File: src/rtl/jump_irq_gen_if.sv
// Interrupt offer handshake between jump_irq_gen (master) and the CPU (slave).
interface jump_irq_gen_if;
  logic [31:0] interrupt_instruction;
  logic        irq_valid;
  logic        irq_ack;

  modport master (
    output interrupt_instruction,
    output irq_valid,
    input  irq_ack
  );

  modport slave (
    input  interrupt_instruction,
    input  irq_valid,
    output irq_ack
  );
endinterface

File: src/rtl/jump_irq_gen.sv
// Jump key front-end: sync, debounce, press counting, one frame-aligned interrupt per tick.
// Optional debounce filter is built when JUMP_IRQ_DEBOUNCE_EN is defined.
module jump_irq_gen #(
  parameter int unsigned DEBOUNCE_CYCLES = 1000000,
  parameter logic [31:0] JUMP_INSTR      = 32'h2800_0001,
  parameter logic [31:0] NOP_INSTR       = 32'h0000_0000
) (
  input  logic                  clock,
  input  logic                  reset,
  input  logic                  jump_key,
  input  logic                  frame_rt_clk,
  jump_irq_gen_if.master        irq,
  output logic [1:0]            pending_count,
  output logic                  press_dropped
);

  localparam logic [0:0] IDLE  = 1'b0;
  localparam logic [0:0] ISSUE = 1'b1;

  logic [1:0] key_ff;
  logic [1:0] frame_ff;
  logic       key_sync;
  logic       frame_sync;
  logic       key_deb;
  logic       key_deb_q;
  logic       press_evt;
  logic       frame_q;
  logic       frame_tick;
  logic       dec;
  logic [0:0] state;

  always_ff @(posedge clock or posedge reset) begin
    if (reset) begin
      key_ff   <= '0;
      frame_ff <= '0;
    end else begin
      key_ff   <= {key_ff[0], jump_key};
      frame_ff <= {frame_ff[0], frame_rt_clk};
    end
  end

  assign key_sync   = key_ff[1];
  assign frame_sync = frame_ff[1];

`ifdef JUMP_IRQ_DEBOUNCE_EN
  localparam int unsigned      CNT_W    = $clog2(DEBOUNCE_CYCLES + 1);
  localparam logic [CNT_W-1:0] CNT_LAST = CNT_W'(DEBOUNCE_CYCLES - 1);

  logic [CNT_W-1:0] deb_cnt;

  // Level changes only after DEBOUNCE_CYCLES consecutive disagreeing samples.
  always_ff @(posedge clock or posedge reset) begin
    if (reset) begin
      deb_cnt <= '0;
      key_deb <= 1'b0;
    end else if (key_sync != key_deb) begin
      if (deb_cnt == CNT_LAST) begin
        key_deb <= key_sync;
        deb_cnt <= '0;
      end else begin
        deb_cnt <= deb_cnt + CNT_W'(1);
      end
    end else begin
      deb_cnt <= '0;
    end
  end
`else
  if (DEBOUNCE_CYCLES == 0) begin : g_debounce_cfg_unused
  end

  assign key_deb = key_sync;
`endif

  always_ff @(posedge clock or posedge reset) begin
    if (reset) begin
      key_deb_q  <= 1'b0;
      press_evt  <= 1'b0;
      frame_q    <= 1'b0;
      frame_tick <= 1'b0;
    end else begin
      key_deb_q  <= key_deb;
      press_evt  <= key_deb & ~key_deb_q;
      frame_q    <= frame_sync;
      frame_tick <= frame_sync & ~frame_q;
    end
  end

  assign dec = irq.irq_valid & irq.irq_ack;

  // A press coinciding with an ack nets to zero and never counts as dropped.
  always_ff @(posedge clock or posedge reset) begin
    if (reset) begin
      pending_count <= '0;
      press_dropped <= 1'b0;
    end else begin
      unique case ({press_evt, dec})
        2'b10: begin
          if (pending_count == 2'd3) press_dropped <= 1'b1;
          else                       pending_count <= pending_count + 2'd1;
        end
        2'b01:   pending_count <= pending_count - 2'd1;
        default: ;
      endcase
    end
  end

  always_ff @(posedge clock or posedge reset) begin
    if (reset) begin
      state                     <= IDLE;
      irq.irq_valid             <= 1'b0;
      irq.interrupt_instruction <= NOP_INSTR;
    end else begin
      unique case (state)
        IDLE: begin
          if (frame_tick && pending_count != 2'd0) begin
            state                     <= ISSUE;
            irq.irq_valid             <= 1'b1;
            irq.interrupt_instruction <= JUMP_INSTR;
          end
        end
        ISSUE: begin
          if (irq.irq_ack) begin
            state                     <= IDLE;
            irq.irq_valid             <= 1'b0;
            irq.interrupt_instruction <= NOP_INSTR;
          end
        end
        default: begin
          state                     <= IDLE;
          irq.irq_valid             <= 1'b0;
          irq.interrupt_instruction <= NOP_INSTR;
        end
      endcase
    end
  end

endmodule

File: src/flat_wrapper.sv
// flat-port wrapper written by rule: the top's interface ports become plain ports
module jump_irq_gen_flat 
#(
  parameter int unsigned DEBOUNCE_CYCLES = 1000000,
  parameter logic [31:0] JUMP_INSTR      = 32'h2800_0001,
  parameter logic [31:0] NOP_INSTR       = 32'h0000_0000
)
  (clock, reset, jump_key, frame_rt_clk, pending_count, press_dropped, irq_interrupt_instruction, irq_irq_valid, irq_irq_ack);
  jump_irq_gen_if irq_i ();
  input  logic clock;
  input  logic reset;
  input  logic jump_key;
  input  logic frame_rt_clk;
  output logic [1:0] pending_count;
  output logic press_dropped;
  output wire logic [$bits(irq_i.interrupt_instruction)-1:0] irq_interrupt_instruction;
  output wire logic [$bits(irq_i.irq_valid)-1:0] irq_irq_valid;
  input wire logic [$bits(irq_i.irq_ack)-1:0] irq_irq_ack;
  assign irq_interrupt_instruction = irq_i.interrupt_instruction;
  assign irq_irq_valid = irq_i.irq_valid;
  assign irq_i.irq_ack = irq_irq_ack;
  jump_irq_gen #(.DEBOUNCE_CYCLES(DEBOUNCE_CYCLES), .JUMP_INSTR(JUMP_INSTR), .NOP_INSTR(NOP_INSTR)) u_core (.clock(clock), .reset(reset), .jump_key(jump_key), .frame_rt_clk(frame_rt_clk), .irq(irq_i), .pending_count(pending_count), .press_dropped(press_dropped));
endmodule
File: config.mk
export PLATFORM = sky130hd
export DESIGN_NAME = jump_irq_gen_flat
export DESIGN_NICKNAME = d
export VERILOG_FILES = /design/src/rtl/jump_irq_gen_if.sv /design/src/rtl/jump_irq_gen.sv /design/src/flat_wrapper.sv
export SDC_FILE = /design/constraint.sdc
export NUM_CORES = 1
export LEC_CHECK = 0
export BUFFER_PORTS_ARGS = -buffer_cell sky130_fd_sc_hd__buf_4
export CORE_AREA = 2 2 49 46
export CTS_CLUSTER_SIZE = 8
export DETAILED_ROUTE_END_ITERATION = 8
export DIE_AREA = 0 0 51 48
export PLACE_DENSITY = 0.7
export SLEW_MARGIN = 20
export SYNTH_ARGS = -nofsm -noshare
export SYNTH_HDL_FRONTEND = slang
export SYNTH_SLANG_ARGS = --single-unit
File: constraint.sdc
create_clock -name clock -period 0.95 [get_ports clock]
set_clock_uncertainty 0.05 [all_clocks]
set_input_delay 0.095 -clock clock [delete_from_list [all_inputs] [get_ports clock]]
set_output_delay 0.095 -clock clock [all_outputs]
set_load 0.02 [all_outputs]
After elaboration in Yosys (flattened, before gate mapping)

Index checks and enable logic that the tools add are counted.

Register bits: 45
Input port bits: 5
Output and inout bits: 36

$add $sub $neg: 2
Eq/ne operators: 6
Multiplexer cells: 11
Bitwise gates (word level): 6
Reduce and logical (&&, ||, !) cells: 6

Operators by type and width:

| kind                                                               | number |
|---|---|
| 32-bit two-way mux                                                 | 2 |
| 32-bit case mux with 2 select lines                                | 1 |
| 2-bit AND reduction                                                | 3 |
| 2-bit == test, second input constant                               | 2 |
| 1-bit two-way mux                                                  | 4 |
| 2-bit != test, second input constant                               | 2 |
| 1-bit case mux with 2 select lines                                 | 2 |
| 2-bit case mux with 2 select lines                                 | 1 |
| 2-bit nonzero test                                                 | 2 |
| 1-bit bitwise AND                                                  | 3 |
| 1-bit inverter                                                     | 3 |
| 2-bit by 1-bit adder with 2-bit output, second input constant      | 1 |
| 2-bit by 1-bit == test with 1-bit output, second input constant    | 1 |
| 2-bit two-way mux                                                  | 1 |
| 2-bit by 1-bit != test with 1-bit output, second input constant    | 1 |
| 2-bit by 1-bit subtractor with 2-bit output, second input constant | 1 |
| 1-bit logical AND                                                  | 1 |

Logic depth before layout (Yosys ltp)

Word-level depth: 4
Mapped depth: 3

Least setup slack after synthesis

Ideal clock, no wire load.

Path type: reg2reg
Start point: register u_core.pending_count[0]
End point: register u_core.pending_count[0]
Setup time: 0.074 ns
Arrival: 0.992 ns
Required time: 0.826 ns
Path slack: -0.166 ns
Cell stages (with the launch flop): 4
Path buffers: 0
Clock period less this slack: 1.116 ns
Cell sequence: dfrtp_1 > and2_4 > a221o_1 > o21ai_2

Longest elaborated chain between the ends: 3
Elaborated cells on any way between the ends: 7
Those cells by class: 2 x add/sub; 2 x eq/ne; 2 x mux; 1 x reduce/logical

Ends and longest elaborated chain:

| item                                                                      | line                                   | RTL |
|---|---|---|
| from (decl)                                                               | jump_irq_gen.sv:13                     | `output logic [1:0] pending_count,` |
| from (signal assigned)                                                    | jump_irq_gen.sv:99                     | `else pending_count <= pending_count + 2'd1;` |
| from (signal assigned)                                                    | jump_irq_gen.sv:101                    | `2'b01: pending_count <= pending_count - 2'd1;` |
| 2-bit by 1-bit adder with 2-bit output or 2-bit == test (tied branches)   | jump_irq_gen.sv:99, jump_irq_gen.sv:98 |  |
| 2-bit two-way mux or 2-bit != test (tied branches)                        | -                                      |  |
| 2-bit case mux with 2 select lines or 2-bit AND reduction (tied branches) | -                                      |  |

Parallel ways exist; a longest one is shown, timed or not. The select of a mux whose other input is x is not followed.
A chain may end at the register's enable or synchronous reset.

Final worst setup path

Same ends and word-level chain as after synthesis.

==> flow_summary.json <==
{
  "ant_nets": 0,
  "hold_viol": 0,
  "cp_max_fo": 4,
  "p_leak_nw": 0.440,
  "yosys_warnings": 0,
  "fin_setup_tns_ps": -1410,
  "crit_type": "flop to flop",
  "grt_overflow": 0,
  "clk_path_buf_depth": 2,
  "antenna_cells": 0,
  "chipHeight_um": 48,
  "yosysMostFrequentCell": "buf_4",
  "grtUsageTotal_pct": 8.58,
  "hp-class": "input port to flop",
  "die_x_um": 51,
  "violations": "setup timing",
  "start_util_pct": 36.0,
  "io_buffers": 11,
  "drt_pass1_iterations": 4,
  "crit_path_cell_trace": "buf_4 -> and2_4 -> a221o_1 -> o21ai_2",
  "critPathLaunchType": "flop",
  "fp-row-count": 15,
  "slew_violations": 0,
  "antenna_found_initial": 0,
  "final_nets": 96,
  "synth_largest_area_cell": "dfrtp_1",
  "die_area_sq_um": 2450,
  "irDropWorstVdd_mv": 1.25,
  "max_freq_mhz": 847,
  "syn-cell-area_sq_um": 683,
  "drt_iter0_drc": 4,
  "grt_pass1_vias": 400,
  "synth-edff-count": 0,
  "combPwrFrac_pct": 51.7,
  "slowest_stage": "dfrtp_2",
  "cts_root_buffer": "clkbuf_4",
  "slowest_delay_ps": 420,
  "grt_max_degree": 14,
  "clk_pin_slew_worst_paths_ps": 80,
  "vias": 433,
  "synth.area.top_cells": "dfrtp_1 (48%), buf_4 (35%), nand2_1 (2.2%)",
  "register_area_sq_um": 329,
  "setup_viol": 11,
  "synth_top_flop_cell": "dfrtp_1",
  "syn_area_per_cell_sq_um": 10.4,
  "cts_tree": "built",
  "synth_top_area_share_pct": 47.6,
  "power_mw": 2.15,
  "fin_ws_ps": -231,
  "power_switching_mw": 0.780,
  "period_share_pct": 124,
  "finalCriticalPeriod_ps": 1180,
  "sw_frac_of_total_pct": 36.2,
  "drt-wirelength-per-cell_um": 8.08,
  "seqPwrFrac_pct": 32.9,
  "syn_inst": 66,
  "cts_htree_levels": 1,
  "critPathArrivalTime_ps": 1330,
  "synth.lib_cells_used.distinct": 14,
  "routabilityCongestion": 0.766,
  "clk_latency_ps": 270,
  "n_fill_cell": 195,
  "cp-end-kind": "flop",
  "cts_sinks": 13,
  "drv_cap": 0,
  "synth_commonest_cells": "buf_4 (32), dfrtp_1 (13), nand2_1 (4)",
  "multi_input_area_sq_um": 214,
  "syn_to_final_growth_pct": 24.2,
  "drc": 0,
  "worst-path-buf-inv": 1,
  "crit_required_ps": 1100,
  "wirelength_um": 929,
  "io_pins": 41,
  "numCtsBuffers": 3,
  "p_per_area_nw_per_um2": 2540,
  "status": "finished with violations",
  "crit_family": "flip-flops",
  "async_flop_share_pct": 100,
  "core_area_sq_um": 1900,
  "p_int_mw": 1.37,
  "rsz0062_at_grt": "true",
  "grt_pass1_wl_um": 1440,
  "routed_via_density": 3.77,
  "synth_seq_cells": 13,
  "drive_above_1_share_pct": 34.4,
  "yosysSeqAreaShare_pct": 47.6,
  "hpwl_um": 689,
  "p_clk_share_pct": 15.3
}
[stage by stage]
step                instance area, sq um  hold slack, ps  instances  setup WS (ps)  utilization [%]
global placement                     703            84.4        103          -57.9             37.1
global route                         848            71.6        115           -277             44.8
finish                               848            53.9        115           -231             44.8
floorplan                            792           -78.2         94           -121                -
detailed placement                   703             108        103          -82.3             37.1
CTS                                  848            39.1        115           -234             44.8
[placed cells by master, fill, tap and decap left out, types with 2 or more instances in the layout]
master and n:
inv_1 3, dfrtp_2 3, buf_4 8, o211ai_1 2, o21ai_1 2, dlygate4sd3_1 4
clkbuf_4 3, nand2_1 4, nor2b_1 2, conb_1 29, buf_6 12, dfrtp_1 10
[routing by layer]
metal	share of wire (%)	GRT usage, %	vias to the layer above
li1	-	-	198
met2	54	16.1	36
met4	1.8	8.11	0
met1	33	6.36	197
met5	0	0	-
met3	11	4.69	2
[final timing paths]
kind | from | slack, ps | depth (start not counted) | endpoint
setup / recovery | u_core.pending_count[0] | -230 | 4 | u_core.pending_count[0]
hold / removal | irq_irq_ack | 50 | 4 | u_core.irq.interrupt_instruction[27]
setup reg to reg | u_core.pending_count[0] | -230 | 4 | u_core.pending_count[0]
hold reg to reg | u_core.frame_ff[0] | 310 | 0 | u_core.frame_ff[1]
max in group asynchronous | reset | 160 | 3 | u_core.pending_count[1]
min in group asynchronous | reset | 340 | 3 | u_core.frame_ff[1]
[timing repair]
| item | CTS | global route |
|---|---|---|
| hold endpoints to repair | 16 | 0 |
| hold buffers | 4 | 0 |
| pin swaps | 2 | 0 |
| buffers inserted | 4 | 0 |
| gates resized for setup | 15 | 0 |
| endpoints found under the setup margin | 12 | 12 |
[kinds of logic (layout without fill, tap and decap cells)]
kind of cell,count (synthesis),in the layout,synth area share (%)
simple gates,10,10,7.33
flops,13,13,47.6
other cells,1,29,0.549
buf+inv,35,31,36.8
compound gates,7,7,7.69
[worst register-to-register path: cells and delay by family, from the launching register on]
kind / cells / cell delay [ps]
buffers and inverters: 1 / 140
DFF: 1 / 420
AOI/OAI and AO/OA: 2 / 370
and+or+nand+nor: 1 / 140
[area by class of cell]
type                    instances  area share (%)
flip-flops and latches         13            38.8
clock buffers                   3            2.65
multi-input cells              46            25.2
repair buffers                 24            27.7
well taps                      25            3.69
inverters                       3            1.33
clock inverters                 1           0.590
[flip-flops by register name, indices dropped and copies added, names as in the netlist]
name / cells
u_core.frame_ff: 2
u_core.frame_q: 1
u_core.frame_tick: 1
u_core.irq.interrupt_instruction: 1
u_core.key_deb_q: 1
u_core.key_ff: 2
u_core.pending_count: 2
u_core.press_dropped: 1
u_core.press_evt: 1
u_core.state: 1
[power groups by stage]
| stage | sequential (mW) | clock, mW | combinational, mW |
|---|---|---|---|
| global placement | 0.727 | 0 | 0.798 |
| finish | 0.709 | 0.331 | 1.11 |
| global route | 0.724 | 0.373 | 1.18 |
| detailed placement | 0.737 | 0 | 0.817 |
| CTS | 0.709 | 0.349 | 1.11 |
| floorplan | 0.820 | 0 | 0.514 |
Note: power is estimated with default switching activity, not from simulation.
